<file path="config.mk">
export PLATFORM = sky130hd
export DESIGN_NAME = hetic_arb_tree
export DESIGN_NICKNAME = d
export VERILOG_FILES = /design/src/rtl/hetic_arb_tree.sv
export SDC_FILE = /design/constraint.sdc
export NUM_CORES = 1
export LEC_CHECK = 0
export BUFFER_PORTS_ARGS = -buffer_cell sky130_fd_sc_hd__buf_2
export CORE_AREA = 2 2 259 261
export CTS_BUF_LIST = sky130_fd_sc_hd__clkbuf_16
export CTS_CLUSTER_DIAMETER = 80
export DETAILED_ROUTE_END_ITERATION = 8
export DIE_AREA = 0 0 261 263
export SYNTH_ARGS = -nofsm -noshare
export SYNTH_HDL_FRONTEND = slang
export SYNTH_SLANG_ARGS = --single-unit
</file>
<file path="constraint.sdc">
create_clock -name clk_i -period 25.3 [get_ports clk_i]
set_input_delay 1.265 -clock clk_i [delete_from_list [all_inputs] [get_ports clk_i]]
set_output_delay 1.265 -clock clk_i [all_outputs]
set_load 0.02 [all_outputs]
</file>
<file path="src/rtl/hetic_arb_tree.sv">
// Priority arbitration stage of the HETI interrupt controller: selects the best enabled pending
// line, offers it to the core, and pulses a pending-clear back to the line registers on ack.
module hetic_arb_tree #(
   parameter int unsigned NrIrqLines = 64,
   parameter int unsigned NrIrqPrios = 32,
   localparam int unsigned IrqWidth  = $clog2(NrIrqLines),
   localparam int unsigned PrioWidth = $clog2(NrIrqPrios)
) (
   input  logic                            clk_i,
   input  logic                            rst_ni,
   input  logic [NrIrqLines-1:0]           ie_i,
   input  logic [NrIrqLines-1:0]           ip_i,
   input  logic [NrIrqLines*PrioWidth-1:0] prio_i,
   input  logic [NrIrqLines-1:0]           heti_i,
   input  logic [NrIrqLines-1:0]           nest_i,
   input  logic [PrioWidth-1:0]            level_i,
   output logic                            irq_valid_o,
   output logic [IrqWidth-1:0]             irq_id_o,
   output logic [PrioWidth-1:0]            irq_prio_o,
   output logic                            irq_heti_o,
   output logic                            irq_nest_o,
   input  logic                            irq_ack_i,
   input  logic [IrqWidth-1:0]             irq_id_i,
   output logic [NrIrqLines-1:0]           clr_ip_o
);

   localparam int unsigned NumLeaves = 1 << IrqWidth;
   localparam logic [IrqWidth:0] NrLinesW = (IrqWidth + 1)'(NrIrqLines);

   typedef enum logic [1:0] {StArb, StClear, StSettle} state_e;

   // Leaves beyond NrIrqLines are zero-padded, so they are never candidates.
   logic [NumLeaves-1:0]           w_cand_pad;
   logic [NumLeaves-1:0]           w_heti_pad;
   logic [NumLeaves-1:0]           w_nest_pad;
   logic [NumLeaves*PrioWidth-1:0] w_prio_pad;

   assign w_cand_pad = NumLeaves'(ie_i & ip_i);
   assign w_heti_pad = NumLeaves'(heti_i);
   assign w_nest_pad = NumLeaves'(nest_i);
   assign w_prio_pad = (NumLeaves * PrioWidth)'(prio_i);

   logic                 w_node_found [NumLeaves];
   logic [IrqWidth-1:0]  w_node_id    [NumLeaves];
   logic [PrioWidth-1:0] w_node_prio  [NumLeaves];
   logic                 w_node_heti  [NumLeaves];
   logic                 w_node_nest  [NumLeaves];

   // In-place pairwise reduction; node i always holds the lower-index side, so ties keep it.
   always_comb begin
      for (int i = 0; i < NumLeaves; i++) begin
         w_node_found[i] = w_cand_pad[i];
         w_node_id[i]    = IrqWidth'(i);
         w_node_prio[i]  = w_prio_pad[i*PrioWidth +: PrioWidth];
         w_node_heti[i]  = w_heti_pad[i];
         w_node_nest[i]  = w_nest_pad[i];
      end
      for (int step = 1; step < NumLeaves; step = step * 2) begin
         for (int i = 0; i < NumLeaves; i = i + 2 * step) begin
            if (w_node_found[i+step] &&
                (!w_node_found[i] || (w_node_prio[i+step] > w_node_prio[i]))) begin
               w_node_found[i] = w_node_found[i+step];
               w_node_id[i]    = w_node_id[i+step];
               w_node_prio[i]  = w_node_prio[i+step];
               w_node_heti[i]  = w_node_heti[i+step];
               w_node_nest[i]  = w_node_nest[i+step];
            end
         end
      end
   end

   logic                 r_found;
   logic [IrqWidth-1:0]  r_id;
   logic [PrioWidth-1:0] r_prio;
   logic                 r_heti;
   logic                 r_nest;

   always_ff @(posedge clk_i) begin
      if (!rst_ni) begin
         r_found <= 1'b0;
         r_id    <= '0;
         r_prio  <= '0;
         r_heti  <= 1'b0;
         r_nest  <= 1'b0;
      end else begin
         r_found <= w_node_found[0];
         r_id    <= w_node_id[0];
         r_prio  <= w_node_prio[0];
         r_heti  <= w_node_heti[0];
         r_nest  <= w_node_nest[0];
      end
   end

   state_e                r_state;
   logic [NrIrqLines-1:0] r_clr_ip;
   logic                  w_ack_in_range;

   assign w_ack_in_range = ({1'b0, irq_id_i} < NrLinesW);

   // SETTLE gives the winner register one edge to see the cleared pending bit.
   always_ff @(posedge clk_i) begin
      if (!rst_ni) begin
         r_state  <= StArb;
         r_clr_ip <= '0;
      end else begin
         r_clr_ip <= '0;
         unique case (r_state)
            StArb: begin
               if (irq_ack_i && w_ack_in_range) begin
                  r_clr_ip <= NrIrqLines'(1) << irq_id_i;
                  r_state  <= StClear;
               end
            end
            StClear:  r_state <= StSettle;
            StSettle: r_state <= StArb;
            default:  r_state <= StArb;
         endcase
      end
   end

   assign irq_valid_o = (r_state == StArb) & r_found & (r_prio > level_i);
   assign irq_id_o    = r_id;
   assign irq_prio_o  = r_prio;
   assign irq_heti_o  = r_heti;
   assign irq_nest_o  = r_nest;
   assign clr_ip_o    = r_clr_ip;

endmodule

</file>
* Word level (Yosys, flattened, before mapping)
Cells that the tools add are included.
** Storage, ports and cells
- Bits in latches :: 0
- Bits of input ports :: 590
- Bits in writable memories :: 0
- Output and inout bits :: 78
- Word-level logic and storage cells :: 585
- Memories kept :: 0
- Bits in read-only memories :: 0
- Flip-flop bits (word level) :: 80
** Operators by class
- Div/mod/pow operators :: 0
- Bitwise gates (word level) :: 3
- Shifts and indexed selects :: 1
- Magnitude comparators :: 64
- Equality and inequality tests :: 2
- Multiplexer cells :: 317
- Add/sub/neg operators :: 0
- Reductions and logical operators :: 191
- $mul :: 0
** Operators by type and width (number)
- 5-bit greater-than comparator :: 64
- 5-bit two-way mux :: 63
- 1-bit two-way mux :: 221
- 6-bit two-way mux :: 31
- 64-bit AND :: 1
- 1-bit by 6-bit << shifter with 64-bit output (first input constant) :: 1
- 1-bit logical AND :: 63
- 1-bit logical NOT :: 63
- 1-bit logical OR :: 63
- 2-bit one-hot mux with 2 select lines :: 1
- 3-bit AND reduction :: 1
- 1-bit AND :: 2
- 2-bit by 1-bit == test with 1-bit output (second input constant) :: 1
- 2-bit logical NOT :: 1
- 2-bit two-way mux :: 1
- 2-bit != test (second input constant) :: 1

* Logic depth before layout (Yosys ltp)
- Depth after elaboration :: 25
- Gate-level depth with buffers :: 56
- Gate-level depth less buffers :: 52

* Worst setup path before layout
Ideal clock, no wire load.
- Path type :: input -> register
- From :: in prio_i[72]
- To :: reg r_prio[3] (netlist: irq_prio_o[3])
- Buffers on the path :: 4
- Data required time :: 25.161 ns
- Library setup time :: 0.139 ns
- Path slack :: 14.330 ns
- Cell stages on the path :: 50
- Arrival time :: 10.831 ns
- Cells stage by stage :: inv_1 -> ha_1 -> a211oi_1 -> nor2_1 -> o32ai_1 -> a31o_2 -> buf_2 -> mux2_2 -> ha_1 -> nor2b_1 -> o211ai_1 -> a21boi_0 -> o31ai_2 -> a22oi_1 -> ha_1 -> nor2b_1 -> o211ai_1 -> a21oi_1 -> (+14 left out) -> o22ai_1 -> a21oi_1 -> o21a_1 -> nand3_1 -> a2bb2o_2 -> nor4b_2 -> ha_1 -> nor2b_1 -> o21a_1 -> o21a_1 -> o21a_1 -> o22ai_1 -> a21oi_4 -> nand2_2 -> inv_2 -> o311a_1 -> a21bo_2 -> o211ai_1
** On the way
- Cells in the longest elaborated chain, start to end :: 24
- Elaborated cells on any way between the ends :: 31
- Those cells by class :: order compare (6); mux (11); reduce/logical (14)
** RTL lines
- from (decl) :: RTL line 13 : input logic [NrIrqLines*PrioWidth-1:0] prio_i,
- 5-bit greater-than comparator :: RTL line 61 : (!w_node_found[i] || (w_node_prio[i+step] > w_node_prio[i]))) begin
- 1-bit logical OR :: RTL line 61
- 1-bit logical AND :: RTL line 60 : if (w_node_found[i+step] &&
- 5-bit two-way mux :: RTL line 60
- 5-bit greater-than comparator :: RTL line 61
- 1-bit logical OR :: RTL line 61
- 1-bit logical AND :: RTL line 60
- 5-bit two-way mux :: RTL line 60
- (+8 left out)
- 5-bit greater-than comparator or 1-bit logical NOT (tied branches) :: RTL line 61
- 1-bit logical OR :: RTL line 61
- 1-bit logical AND :: RTL line 60
- 5-bit two-way mux or 1-bit two-way mux (tied branches) :: RTL line 60
- 5-bit greater-than comparator or 1-bit logical NOT (tied branches) :: RTL line 61
- 1-bit logical OR :: RTL line 61
- 1-bit logical AND :: RTL line 60
- 5-bit two-way mux * :: RTL line 60
- to (signal assigned) :: RTL line 88 : r_prio <= w_node_prio[0];
- to (decl) :: RTL line 74 : logic [PrioWidth-1:0] r_prio;
Every way passes the cells marked *; elsewhere a longest branch is shown, timed or not.
A chain may end at the register's enable or synchronous reset.

* Worst setup path in the final report
- From :: in prio_i[202]
- To :: reg r_prio[3] (netlist: irq_prio_o[3])
** On the way
- Cells in the longest elaborated chain, start to end :: 24
- Elaborated cells on any way between the ends :: 32
- Those cells by class :: order compare (6); mux (11); reduce/logical (15)
** RTL lines (RTL line)
- 5-bit greater-than comparator :: 61
- 1-bit logical OR :: 61
- 1-bit logical AND :: 60
- 5-bit two-way mux or 1-bit two-way mux (tied branches) :: 60
- 5-bit greater-than comparator or 1-bit logical NOT (tied branches) :: 61
- 1-bit logical OR :: 61
- 1-bit logical AND :: 60
- 5-bit two-way mux or 1-bit two-way mux (tied branches) :: 60
- (+8 left out)
- 5-bit greater-than comparator or 1-bit logical NOT (tied branches) :: 61
- 1-bit logical OR :: 61
- 1-bit logical AND :: 60
- 5-bit two-way mux :: 60
- 5-bit greater-than comparator :: 61
- 1-bit logical OR :: 61
- 1-bit logical AND :: 60
- 5-bit two-way mux * :: 60
Marked as above.

==> results.txt <==
At the pin with the least slew margin, the transition time is 1.39 ns. The logs give 12.1 nW for the leakage power figure and 3 for the maximum level of the CTS H-tree. In this run, synthesis produced a sequential element count of 80.

Startpoint-to-endpoint class of the critical path: in -> reg. The run gives 0 as the hold violation count in the final report. At the end of routability-driven placement, the weighted congestion stood at 0.943. The worst hold path class was reg -> reg.

The insertion delay of the later-clocked pin in the worst-skew pair is 0.35 ns. In this run the mean area of a mapped cell was 7.74 µm². The synthesized design contains 0 enable-type register cells. For the remaining antenna violation count, the log shows 0. The number of global-route vias before repair came out at 18600.

The cell area after technology mapping is 0.0174 mm², and the async set or reset register ratio after synthesis is 0. Across the VDD grid, the largest voltage drop is 0.0724 mV. The post-synthesis sequential area ratio was 0.0922.

The count of standard-cell rows was 94. The multi-input combinational cells in the finished layout cover a total of 0.0144 mm². Clock tree synthesis selected as its root buffer the cell sky130_fd_sc_hd__clkbuf_16. For this run, the post-layout net count is 3788. Dividing the detail-routed wire length by the instance count gives 18.8 µm. The post-layout instance count excluding filler cells is 3758. The hold-fix buffer count after cts is 0.

For the global-route wire length before repair, the log shows 105 mm. The DRC marker count from the first detailed-route iteration is 1182, and the total of endpoints with negative setup slack in the final report is 0. The run gives 0.0654 as the relative slew slack.

The largest fanout on the critical path works out to 16. The tools report the count of final max-slew check failures as 0. The data required time of the critical path came out at 25.52 ns.

The type of destination of the critical path is a flop. Counting every sink on the clock net gives 80. Power spread over the standard cell area amounts to 63.8 mW/mm². Total half-perimeter wirelength after legalization and detailed placement: 63.5 mm. The via-per-instance ratio was 5.11; the starting density of the core was 0.265. After routing the design area is 0.0220 mm². The final period demand of the worst path came out at 13.14 ns. The worst hold-check slack is 0.410 ns. The total placed cells including tap cells is 3731.

For the final routed wirelength across all metal layers, the log shows 70.8 mm. Summing all flip-flop and latch instances after layout gives 0.00160 mm². The tools report the aggregate negative setup slack as 0 ns. The slowest stage of the critical path is the sky130_fd_sc_hd__o21ai_1 cell. The run gives 0.196 as the global-route usage over all layers. The post-synthesis to final-layout area growth was 26.3%.

The first detailed-routing pass ran for 5 iterations. The type of element launching the critical path is a primary input. In this design, the stage delay of the slowest critical-path cell is 1.06 ns. Aggregate global routing overflow: 0.

The flow ran to the end, and the final reports show no timing, DRC or antenna violations. From left edge to right edge, the die measures 261 µm. Summing internal, switching and leakage power gives 0.00140 W. Largest net degree at the start of global routing: 24.

Yosys printed 0 warnings. The period utilization was 0.519; the post-CTS setup buffer count was 0. The routed layout has 19200 vias. The cell that appears most often on the critical path is sky130_fd_sc_hd__ha_1.

In the routed design, unresolved DRC markers number 0. Data on the critical path arrives at its endpoint at 13.36 ns. The leading register cell type out of synthesis was sky130_fd_sc_hd__dfxtp_1.

The register clock-pin slew on the reported worst setup and hold paths is 0.07 ns. Setup repair after global routing left no endpoint under its margin. The post-place instance area is 0.0216 mm². Across the run, the number of max-cap violations was 0. The fmax is 0.0761 GHz.

The cell count after synthesis was 2244. The number of different library cells used by synthesis comes to 103. After clock tree synthesis, the repair step resized 0 gates.

The tools report the initial antenna violation count as 10. The clock passes through at most 2 buffers. The clock buffer count from CTS is 9, and the fill cell instance count of the final layout is 7093. The die covers 0.0686 mm². From bottom edge to top edge, the die measures 263 µm. The count of pins on the block boundary came out at 668. Clock skew on the completed layout was measured at 0.00904 ns. TritonCTS built the clock tree. The share of layout cells above drive strength 1 is 0.280. The total of buffers placed on input and output ports works out to 667. Counting every net in the synthesized netlist gives 3154. The standard cell core area was 0.0656 mm².
## metal layers
metal / part of all wire / GRT usage
met4: 0.035 / 0.0713
met3: 0.061 / 0.0247
met1: 0.43 / 0.250
met5: 0 / 0
met2: 0.47 / 0.336
## cells by family after synthesis
kind of cell / Yosys count / synth area share
AOI/OAI and AO/OA: 584 / 0.247
buffers and inverters: 350 / 0.0786
muxes: 303 / 0.180
adders and majority gates: 320 / 0.230
and+or+nand+nor: 607 / 0.171
DFF: 80 / 0.0922
## final timing paths
| check | start | end | slack [ns] | depth (start not counted) |
|---|---|---|---|---|
| max | prio_i[202] | irq_prio_o[3] | 12.16 | 50 |
| max reg2reg | r_state[1] | clr_ip_o[12] | 23.70 | 5 |
| min reg2reg | r_state[1] | r_state[1] | 0.41 | 1 |
| min | r_state[1] | r_state[1] | 0.41 | 1 |
## power breakdown
group,total [W],internal (W),switching (W)
combinational,0.00111,0.000446,0.000660
clock,0.000146,0.0000869,0.0000589
sequential,0.000149,0.000139,0.00000968
## worst max-delay path: cells and delay by family
kind,cells,cell delay (ns)
mux,5,1.83
buf+inv,8,1.07
fa+ha+maj,6,1.80
compound gates,25,6.66
simple gates,6,0.69
## through the flow
| step | setup slack, ns | util |
|---|---|---|
| 6_report | 12.16 | 0.335 |
| 4_1_cts | 12.18 | 0.334 |
| 3_5_place_dp | 11.84 | 0.329 |
| 5_1_grt | 11.14 | 0.334 |
| 2_1_floorplan | 14.33 | - |
| 3_3_place_gp | 11.94 | 0.329 |
## synthesized netlist by cell type, types with 20 or more instances
| cell | n | area, µm² |
|---|---|---|
| sky130_fd_sc_hd__ha_1 | 320 | 4000 |
| sky130_fd_sc_hd__o211ai_1 | 36 | 270 |
| sky130_fd_sc_hd__o22ai_1 | 45 | 282 |
| sky130_fd_sc_hd__nor3_1 | 23 | 115 |
| sky130_fd_sc_hd__mux2i_1 | 241 | 2410 |
| sky130_fd_sc_hd__dfxtp_1 | 80 | 1600 |
| sky130_fd_sc_hd__nand2_1 | 152 | 571 |
| sky130_fd_sc_hd__nor2b_1 | 46 | 288 |
| sky130_fd_sc_hd__a211oi_1 | 46 | 345 |
| sky130_fd_sc_hd__o21ai_0 | 88 | 440 |
| sky130_fd_sc_hd__a21oi_1 | 84 | 420 |
| sky130_fd_sc_hd__mux2_2 | 56 | 631 |
| sky130_fd_sc_hd__inv_1 | 296 | 1110 |
| sky130_fd_sc_hd__a22oi_1 | 33 | 248 |
| sky130_fd_sc_hd__nand4_1 | 35 | 219 |
| sky130_fd_sc_hd__nand3_1 | 79 | 395 |
| sky130_fd_sc_hd__and2_1 | 20 | 125 |
| sky130_fd_sc_hd__nor2_1 | 160 | 601 |
| sky130_fd_sc_hd__a21o_1 | 25 | 188 |
| sky130_fd_sc_hd__o21a_1 | 20 | 150 |
| sky130_fd_sc_hd__buf_2 | 29 | 145 |
| sky130_fd_sc_hd__and3_1 | 29 | 181 |
## layout make-up
cell class | count | area share
multi-input cells | 1814 | 0.656
inverters | 299 | 0.0511
repair buffers | 674 | 0.154
diodes | 11 | 0.00125
well taps | 864 | 0.0492
clock inverters | 7 | 0.00439
flip-flops and latches | 80 | 0.0729
clock buffers | 9 | 0.0103
## cell usage in the layout (no fill, tap or decap), types with 36 or more instances in the layout
cell type and instances:
sky130_fd_sc_hd__buf_2 667, sky130_fd_sc_hd__ha_1 320, sky130_fd_sc_hd__inv_1 297, sky130_fd_sc_hd__mux2i_1 241, sky130_fd_sc_hd__nor2_1 160, sky130_fd_sc_hd__nand2_1 152, sky130_fd_sc_hd__o21ai_0 87, sky130_fd_sc_hd__a21oi_1 84
sky130_fd_sc_hd__dfxtp_1 80, sky130_fd_sc_hd__nand3_1 79, sky130_fd_sc_hd__mux2_2 56, sky130_fd_sc_hd__a211oi_1 46, sky130_fd_sc_hd__nor2b_1 46, sky130_fd_sc_hd__o22ai_1 45, sky130_fd_sc_hd__o211ai_1 36
## flip-flops by register name (all words and copies together), names as in the netlist
| name | flops |
|---|---|
| clr_ip_o | 64 |
| irq_heti_o | 1 |
| irq_id_o | 6 |
| irq_prio_o | 5 |
| r_found | 1 |
| r_state | 2 |
| irq_nest_o | 1 |
Power figures use the tool's default switching activity.
